`src/rtl/cordic_vectoring_iter.sv`:
```
// Iterative vectoring-mode CORDIC: one micro-rotation per clock turns (x0, y0) into
// a K-scaled magnitude and an atan2 angle, with full scale 2^width = 2*pi.
module cordic_vectoring_iter #(
    parameter int width      = 16,
    parameter int iterations = width + 2,
    parameter int guard_bits = iterations - 1
) (
    input  logic                    clk,
    input  logic                    reset,
    input  logic                    in_valid,
    output logic                    in_ready,
    input  logic signed [width-1:0] x0,
    input  logic signed [width-1:0] y0,
    output logic                    out_valid,
    input  logic                    out_ready,
    output logic        [width:0]   mag,
    output logic signed [width-1:0] z
);
    localparam int  xw = width + 2 + guard_bits;
    localparam int  zw = width + guard_bits;
    localparam int  cw = $clog2(iterations + 1);
    localparam real pi = 3.14159265358979323846;

    localparam logic signed [zw-1:0] half_pi = {2'b01, {(zw - 2){1'b0}}};
    localparam logic signed [xw-1:0] x_half  = xw'(1) <<< (guard_bits - 1);
    localparam logic signed [zw-1:0] z_half  = zw'(1) <<< (guard_bits - 1);

    // Elaboration-time atan(2^-k) in angle units, via the Taylor series (|t| <= 1/2).
    function automatic logic signed [zw-1:0] atan_entry(input int k);
        real    t, t2, term, sum, sgn, scaled;
        longint r;
        if (k == 0) begin
            sum = pi / 4.0;
        end else begin
            t = 1.0;
            for (int j = 0; j < k; j++) t = t / 2.0;
            t2   = t * t;
            term = t;
            sum  = 0.0;
            sgn  = 1.0;
            for (int n = 0; n < 40; n++) begin
                sum  = sum + sgn * term / real'(2 * n + 1);
                term = term * t2;
                sgn  = -sgn;
            end
        end
        scaled = sum / pi;
        for (int j = 0; j < width - 1 + guard_bits; j++) scaled = scaled * 2.0;
        scaled = scaled + 0.5;
        r = longint'(scaled);
        if (real'(r) > scaled) r = r - 1;
        return zw'(r);
    endfunction

    logic signed [zw-1:0] atan_table [iterations];

    for (genvar g = 0; g < iterations; g++) begin : g_atan
        localparam logic signed [zw-1:0] atan_val = atan_entry(g);
        assign atan_table[g] = atan_val;
    end

    typedef enum logic [1:0] {
        IDLE,
        ROTATE,
        DONE
    } state_t;

    state_t               state, state_next;
    logic [cw-1:0]        cnt;
    logic signed [xw-1:0] xr, yr;
    logic signed [zw-1:0] zr;
    logic                 zero_in;
    logic                 rotate_done;

    logic signed [xw-1:0] x_ext, y_ext, load_x, load_y, rot_x, rot_y, x_round;
    logic signed [zw-1:0] load_z, rot_z, z_round;

    assign in_ready    = (state == IDLE);
    assign out_valid   = (state == DONE);
    assign rotate_done = (cnt == cw'(iterations));

    // NOTE: every always_comb output gets a default first so no path can infer a latch.
    always_comb begin
        state_next = state;
        case (state)
            IDLE:    if (in_valid) state_next = ROTATE;
            ROTATE:  if (rotate_done) state_next = DONE;
            DONE:    if (out_ready) state_next = IDLE;
            default: state_next = IDLE;
        endcase
    end

    // Quadrant pre-rotation folds the left half-plane into |angle| <= pi/2.
    always_comb begin
        x_ext  = xw'(x0) <<< guard_bits;
        y_ext  = xw'(y0) <<< guard_bits;
        load_x = x_ext;
        load_y = y_ext;
        load_z = '0;
        if (x0[width-1]) begin
            if (!y0[width-1]) begin
                load_x = y_ext;
                load_y = -x_ext;
                load_z = half_pi;
            end else begin
                load_x = -y_ext;
                load_y = x_ext;
                load_z = -half_pi;
            end
        end
    end

    always_comb begin
        if (!yr[xw-1]) begin
            rot_x = xr + (yr >>> cnt);
            rot_y = yr - (xr >>> cnt);
            rot_z = zr + atan_table[cnt];
        end else begin
            rot_x = xr - (yr >>> cnt);
            rot_y = yr + (xr >>> cnt);
            rot_z = zr - atan_table[cnt];
        end
        x_round = xr + x_half;
        z_round = zr + z_half;
    end

    // NOTE: sequential state uses non-blocking assignments so every register samples pre-edge values.
    always_ff @(posedge clk or posedge reset) begin
        if (reset) state <= IDLE;
        else       state <= state_next;
    end

    always_ff @(posedge clk or posedge reset) begin
        if (reset) begin
            xr      <= '0;
            yr      <= '0;
            zr      <= '0;
            cnt     <= '0;
            zero_in <= 1'b0;
            mag     <= '0;
            z       <= '0;
        end else begin
            case (state)
                IDLE: begin
                    if (in_valid) begin
                        xr      <= load_x;
                        yr      <= load_y;
                        zr      <= load_z;
                        cnt     <= '0;
                        zero_in <= (x0 == '0) && (y0 == '0);
                    end
                end
                ROTATE: begin
                    if (rotate_done) begin
                        mag <= (width + 1)'(x_round >>> guard_bits);
                        // A zero vector has no direction; report angle 0 instead of the atan sum.
                        z   <= zero_in ? '0 : width'(z_round >>> guard_bits);
                    end else begin
                        xr  <= rot_x;
                        yr  <= rot_y;
                        zr  <= rot_z;
                        cnt <= cnt + cw'(1);
                    end
                end
                default: ;
            endcase
        end
    end

endmodule

```
`config.mk`:
```
export PLATFORM = sky130hd
export DESIGN_NAME = cordic_vectoring_iter
export DESIGN_NICKNAME = d
export VERILOG_FILES = /design/src/rtl/cordic_vectoring_iter.sv
export SDC_FILE = /design/constraint.sdc
export NUM_CORES = 1
export LEC_CHECK = 0
export CAP_MARGIN = 5
export CORE_MARGIN = 3
export CORE_UTILIZATION = 60
export CTS_CLUSTER_DIAMETER = 50
export DETAILED_ROUTE_END_ITERATION = 7
export PLACE_DENSITY = 0.79
export SLEW_MARGIN = 20
export SYNTH_ARGS = -nofsm -noshare
export SYNTH_HDL_FRONTEND = slang
export SYNTH_SLANG_ARGS = --single-unit
```
`constraint.sdc`:
```
create_clock -name clk -period 8.3 [get_ports clk]
set_clock_uncertainty 0.1 [all_clocks]
set_input_delay 1.66 -clock clk [delete_from_list [all_inputs] [get_ports clk]]
set_output_delay 1.66 -clock clk [all_outputs]
set_load 0.005 [all_outputs]
```
* After elaboration in Yosys (flattened, before gate mapping)
Memories as Yosys holds them, arrays and structs flattened.
Cells that the tools add are included.
** Storage, ports and cells
- Flip-flop bits (word level) :: 144
- Bits in read-only memories :: 1056
- Input bits :: 36
- Output and inout bits :: 35
- Word-level logic and storage cells :: 68
- Memories :: 1
** Memory list
- (no name shown) :: words 32, width 33, read ports 1, clocked after Yosys merged registers in 0, write ports 0, RTL line 121 : rot_z = zr - atan_table[cnt];
** Cells by class
- Add/sub/neg operators :: 11
- Order comparisons :: 1
- Eq/ne operators :: 7
- Shift operators :: 2
- Muxes and demuxes :: 28
- Bitwise logic cells :: 1
- Reduce and logical (&&, ||, !) cells :: 9
** Operator list (number)
- two-way mux 35 bit :: 10
- two-way mux 33 bit :: 7
- case mux 35 bit (2 select lines) :: 2
- adder 35 bit :: 2
- negation 33 -> 35 bit :: 2
- >>> shifter 35 x 5 -> 35 bit :: 2
- subtractor 35 bit :: 2
- case mux 33 bit (2 select lines) :: 1
- adder 34 x 18 -> 34 bit (second input constant) :: 1
- adder 33 x 18 -> 33 bit (second input constant) :: 1
- adder 33 bit :: 1
- subtractor 33 bit :: 1
- logical NOT 16 bit :: 2
- two-way mux 16 bit :: 1
- two-way mux 5 bit :: 2
- case mux 5 bit (2 select lines) :: 1
- >= comparator 6 bit (second input constant) :: 1
- two-way mux 2 bit :: 3
- inequality test 2 bit (second input constant) :: 3
- NOT 5 -> 6 bit :: 1
- case mux 2 bit (3 select lines) :: 1
- AND reduction 3 bit :: 2
- adder 5 x 1 -> 5 bit (second input constant) :: 1
- equality test 5 bit (second input constant) :: 1
- 7 further kinds :: 8

* Logic depth before layout (Yosys ltp)
- Word-level depth :: 8
- Depth in mapped cells :: 31
- Mapped depth without buffers :: 26

* Worst setup path after synthesis
No wires, ideal clock.
- Kind :: register to register
- Start :: register cnt[1]
- End :: register yr[33]
- Setup time :: 0.139 ns
- Data arrival time :: 6.320 ns
- Data required time :: 8.061 ns
- Path slack :: 1.741 ns
- Cell stages (with the launch flop) :: 28
- Path buffers :: 5
- Clock period less this slack :: 6.559 ns
- Cell sequence :: dfrtp_1 > buf_4 > buf_4 > buf_4 > buf_2 > buf_2 > mux4_2 > mux4_2 > nand2_1 > o21a_1 > ha_1 > and2_1 > and4b_1 > nor4b_4 > a21oi_1 > xnor2_1 > ha_1 > a21o_1 > a221oi_1 > o21ai_0 > a221oi_1 > o211ai_1 > o211ai_1 > o21ai_0 > a41oi_1 > o21ai_0 > and3_1 > or4_1
** Between the ends
- Word-level cells in the longest chain between the ends :: 5
- Elaborated cells between the ends (all ways) :: 9
- Those cells by class :: add/sub (2); eq/ne (2); shift (1); mux (3); reduce/logical (1)
** RTL lines
- from (decl) :: RTL line 69 : logic [cw-1:0] cnt;
- from (signal assigned) :: RTL line 162 : cnt <= cnt + cw'(1);
- >>> shifter 35 x 5 -> 35 bit :: RTL line 116, 120
- subtractor 35 bit or adder 35 bit (tied branches) :: RTL line 116, 120
- two-way mux 35 bit :: RTL line 114 : if (!yr[xw-1]) begin
- two-way mux 35 bit :: RTL line 154 : if (rotate_done) begin
- case mux 35 bit (2 select lines) :: RTL line 143 : case (state)
- to (signal assigned) :: RTL line 147 : yr <= load_y;
- to (signal assigned) :: RTL line 160 : yr <= rot_y;
- to (decl) :: RTL line 70 : logic signed [xw-1:0] xr, yr;
Several ways; a longest one is shown, not always the timed one. The select of a mux whose other input is x is not followed.
A chain may end at the register's enable or synchronous reset.

* Final worst setup path
- Start :: register cnt[0]
- End :: register yr[33]
Same word-level chain as after synthesis.

==> implementation parameters <==
Parameter                              Value

Finish
  Fill cell total of the finished layout    2627
  Most frequent standard cell in the layout excluding fill and tap cells    sky130_fd_sc_hd__nand2_1
  Layout area overhead    7.57%
  Final Util    66.5%
  Fraction of layout instances using a drive strength above 1    9.84%
  Most frequent cells in the layout    sky130_fd_sc_hd__nand2_1, sky130_fd_sc_hd__a21oi_1, sky130_fd_sc_hd__nor2_1, sky130_fd_sc_hd__o21ai_0, sky130_fd_sc_hd__dfrtp_1
  Total Nets Final    2530
  Number of antenna repair diodes    0

Critical path
  Reg-to-Reg Start    cnt[0]
  Worst Path Arrival    7980 ps
  Worst r2r dst    yr[33]
  Setup crit end kind    flop
  Crit Path Class    reg -> reg
  Worst Setup SP    cnt[0]
  Crit-path max FO    46
  Data required time of the worst path    8540 ps
  Nature of the critical path startpoint    flop
  Internal reg-to-reg setup slack    560 ps
  FF-to-FF path depth    26

Clock network
  Count of instances resized after the clock tree is built    0
  TritonCTS Buffers    17
  Clock tree from TritonCTS    yes
  Clock Path Buffers    2
  Post-CTS Setup Bufs    0
  Cell chosen for the clock root    sky130_fd_sc_hd__clkbuf_16
  Hold buffer count at CTS    0
  Clock net sink count    144
  H-tree depth    4
  Latest clock arrival within the worst-skew pair    470 ps
  Clock Pin Slew Worst Setup and Hold Paths    70 ps

Place
  Gp weighted congestion    1.04
  Count of buffers inserted at the top-level ports    70
  Post-detailed-placement half-perimeter wirelength    49900 um

Logic synthesis
  Primary flip-flop cell chosen by synthesis mapping    sky130_fd_sc_hd__dfrtp_1
  Cell variety after synth    93
  Count of flip-flops with a built-in enable after synthesis    0
  Post-synth net total    2563
  Mean area per synthesized cell    7.95 um2
  Yosys Warn Count    0
  Synth Instances    2408
  Seq/Total Area, Yosys    18.8%
  Synthesis-stage register bit count    144
  FFs w/ async S/R, synth    100%
  Fraction of synthesized cell area taken by the top area cell type    18.8%
  Top cells by area, synth    sky130_fd_sc_hd__dfrtp_1, sky130_fd_sc_hd__mux4_2, sky130_fd_sc_hd__ha_1
  Netlist area before placement    0.0191 mm2
  Post-synthesis cell type with the largest combined area    sky130_fd_sc_hd__dfrtp_1

STA
  Final Hold Viols    0
  Final critical delay including setup and external delays    7740 ps
  Actual transition at the worst max-transition pin    1040 ps
  Count of pins over their slew limit    0
  Share of the clock period used by the worst path    93.3%
  Setup repair after global routing missed its margin    no
  Achievable frequency    129 MHz
  Worst rel slew slack    28.6%
  Sum of negative setup slack    0 ps
  Final number of setup-violating endpoints    0

Drt
  Vias/cell    7.02
  DRC errors left    0
  Post-Route WL    67500 um
  Antenna violation net count after detailed routing    0
  DRC marker count from the first detailed-route iteration    2530
  Vias post-DR    19500
  Detailed-router iteration count before antenna repair    7
  Average wire length per cell after detail routing    24.3 um

Global route
  Highest-utilization routing layer at the global route stage    met2
  Residual overflow from global routing    0
  First-pass GRT wire length    105000 um
  Maximum number of pins on one net before global-route repair    96
  GRT Overall Usage    39.2%
  Via count of the first global-routing pass    18500
  Global routing met3 resource utilization    8.90%
  Number of antenna violations at the first check in global routing    1
  Met2 global-route usage    61.2%
  Global routing met1 resource utilization    51.1%

Min path
  Hold Path End    z[4]
  Hold path cells    2
  Classification of the worst-slack hold path    reg -> reg
  Worst Min Path Start    z[4]

Floorplanning
  Die H    185 um
  Total core area    0.0310 mm2
  Floorplan row count    64
  Die extent in x    185 um
  Die outline area    0.0341 mm2
  Initial core utilization    61.8%
  I/O pins    71

Status
  Result of the run    completed

Flow run
  Max-cap viol count    0
==> layer usage <==
layer	up-vias	share of wire, %
li1	8859	-
met1	9256	39
met2	1164	44
met3	256	10
met4	2	6.1
met5	-	0.010
==> cell type report <==
class	instances	area, um2	area share [%]
Clock buffer	18	429	2.08
Clock inverter	14	149	0.723
Multi-Input combinational cell	2044	14600	71.1
Sequential cell	144	3620	17.6
Tap cell	396	495	2.41
Inverter	58	223	1.08
Timing Repair Buffer	110	1030	5.02
==> synth_stat cells, drive strengths merged, types with 6 or more instances <==
library cell	count
nand4	12
a211oi	29
mux2	44
nor3b	10
o31ai	21
and3	30
a21boi	6
dfrtp	144
inv	57
or2	13
a311oi	10
a211o	12
xor2	115
buf	60
nor4b	6
nor3	48
a21o	61
o311ai	6
nand2b	23
or3	17
a22oi	15
nor2b	27
a21oi	220
ha	116
o211ai	21
a2111oi	8
mux4	73
o21ai	204
clkbuf	102
a22o	7
nor4	11
xnor2	96
nand3b	6
nand2	227
a31o	6
mux2i	44
nand3	104
o21bai	14
o21a	19
a31oi	32
nor2	204
a221oi	12
and2	24
o32ai	6
o22ai	18
==> registers in the layout, indices dropped and copies added, names as in the netlist <==
signal and cells:
xr 35, zr 33, state 2, cnt 5, zero_in 1, mag 17, z 16, yr 35
==> cell families (layout without fill, tap and decap cells) <==
kind of cell,count (synthesis),in the layout,share of synthesized area [%]
simple gates,780,780,19.7
compound gates,773,773,25.4
buf+inv,220,200,4.87
xor+xnor,211,211,9.65
mux,161,161,13.6
flops,144,144,18.8
fa+ha+maj,119,119,7.89
==> through the flow <==
step / setup slack, ps / hold WS [ps] / cell area [um2] / cells
after floorplan: 1740 / 356 / 19100 / 2408
after global placement: 966 / 361 / 20000 / 2752
after detailed placement: 784 / 369 / 20000 / 2752
after CTS: 672 / 384 / 20600 / 2784
after global routing: 65.0 / 406 / 20600 / 2784
final: 556 / 377 / 20600 / 2784
==> worst max path at each step <==
stage / end / cells past startpoint
finish: yr[33] / 26
global route: yr[33] / 26
CTS: yr[33] / 21
detailed placement: yr[33] / 26
global placement: yr[33] / 22
floorplan: yr[33] / 27
==> critical path, stage by stage, from the launching register on <==
cell	delay (ps)
sky130_fd_sc_hd__dfrtp_4	890
sky130_fd_sc_hd__buf_12	330
sky130_fd_sc_hd__mux2_2	390
sky130_fd_sc_hd__nor2_1	90
sky130_fd_sc_hd__a21oi_1	80
sky130_fd_sc_hd__mux4_2	510
sky130_fd_sc_hd__nor2_1	160
sky130_fd_sc_hd__a21oi_1	80
sky130_fd_sc_hd__inv_1	100
sky130_fd_sc_hd__ha_1	160
sky130_fd_sc_hd__and2_1	160
sky130_fd_sc_hd__and4b_1	350
sky130_fd_sc_hd__nor4b_4	410
sky130_fd_sc_hd__a21oi_1	150
sky130_fd_sc_hd__xnor2_1	160
sky130_fd_sc_hd__ha_1	360
sky130_fd_sc_hd__a21o_1	220
sky130_fd_sc_hd__a221oi_1	330
sky130_fd_sc_hd__o21ai_0	150
sky130_fd_sc_hd__a221oi_1	480
sky130_fd_sc_hd__o211ai_1	160
sky130_fd_sc_hd__o211ai_1	190
sky130_fd_sc_hd__o21ai_0	310
sky130_fd_sc_hd__a41oi_1	390
sky130_fd_sc_hd__o21ai_0	210
sky130_fd_sc_hd__and3_1	220
sky130_fd_sc_hd__or4_1	450
Power is not shown: default switching activity piles up to over one toggle a cycle in this logic, so the estimate is an artifact.
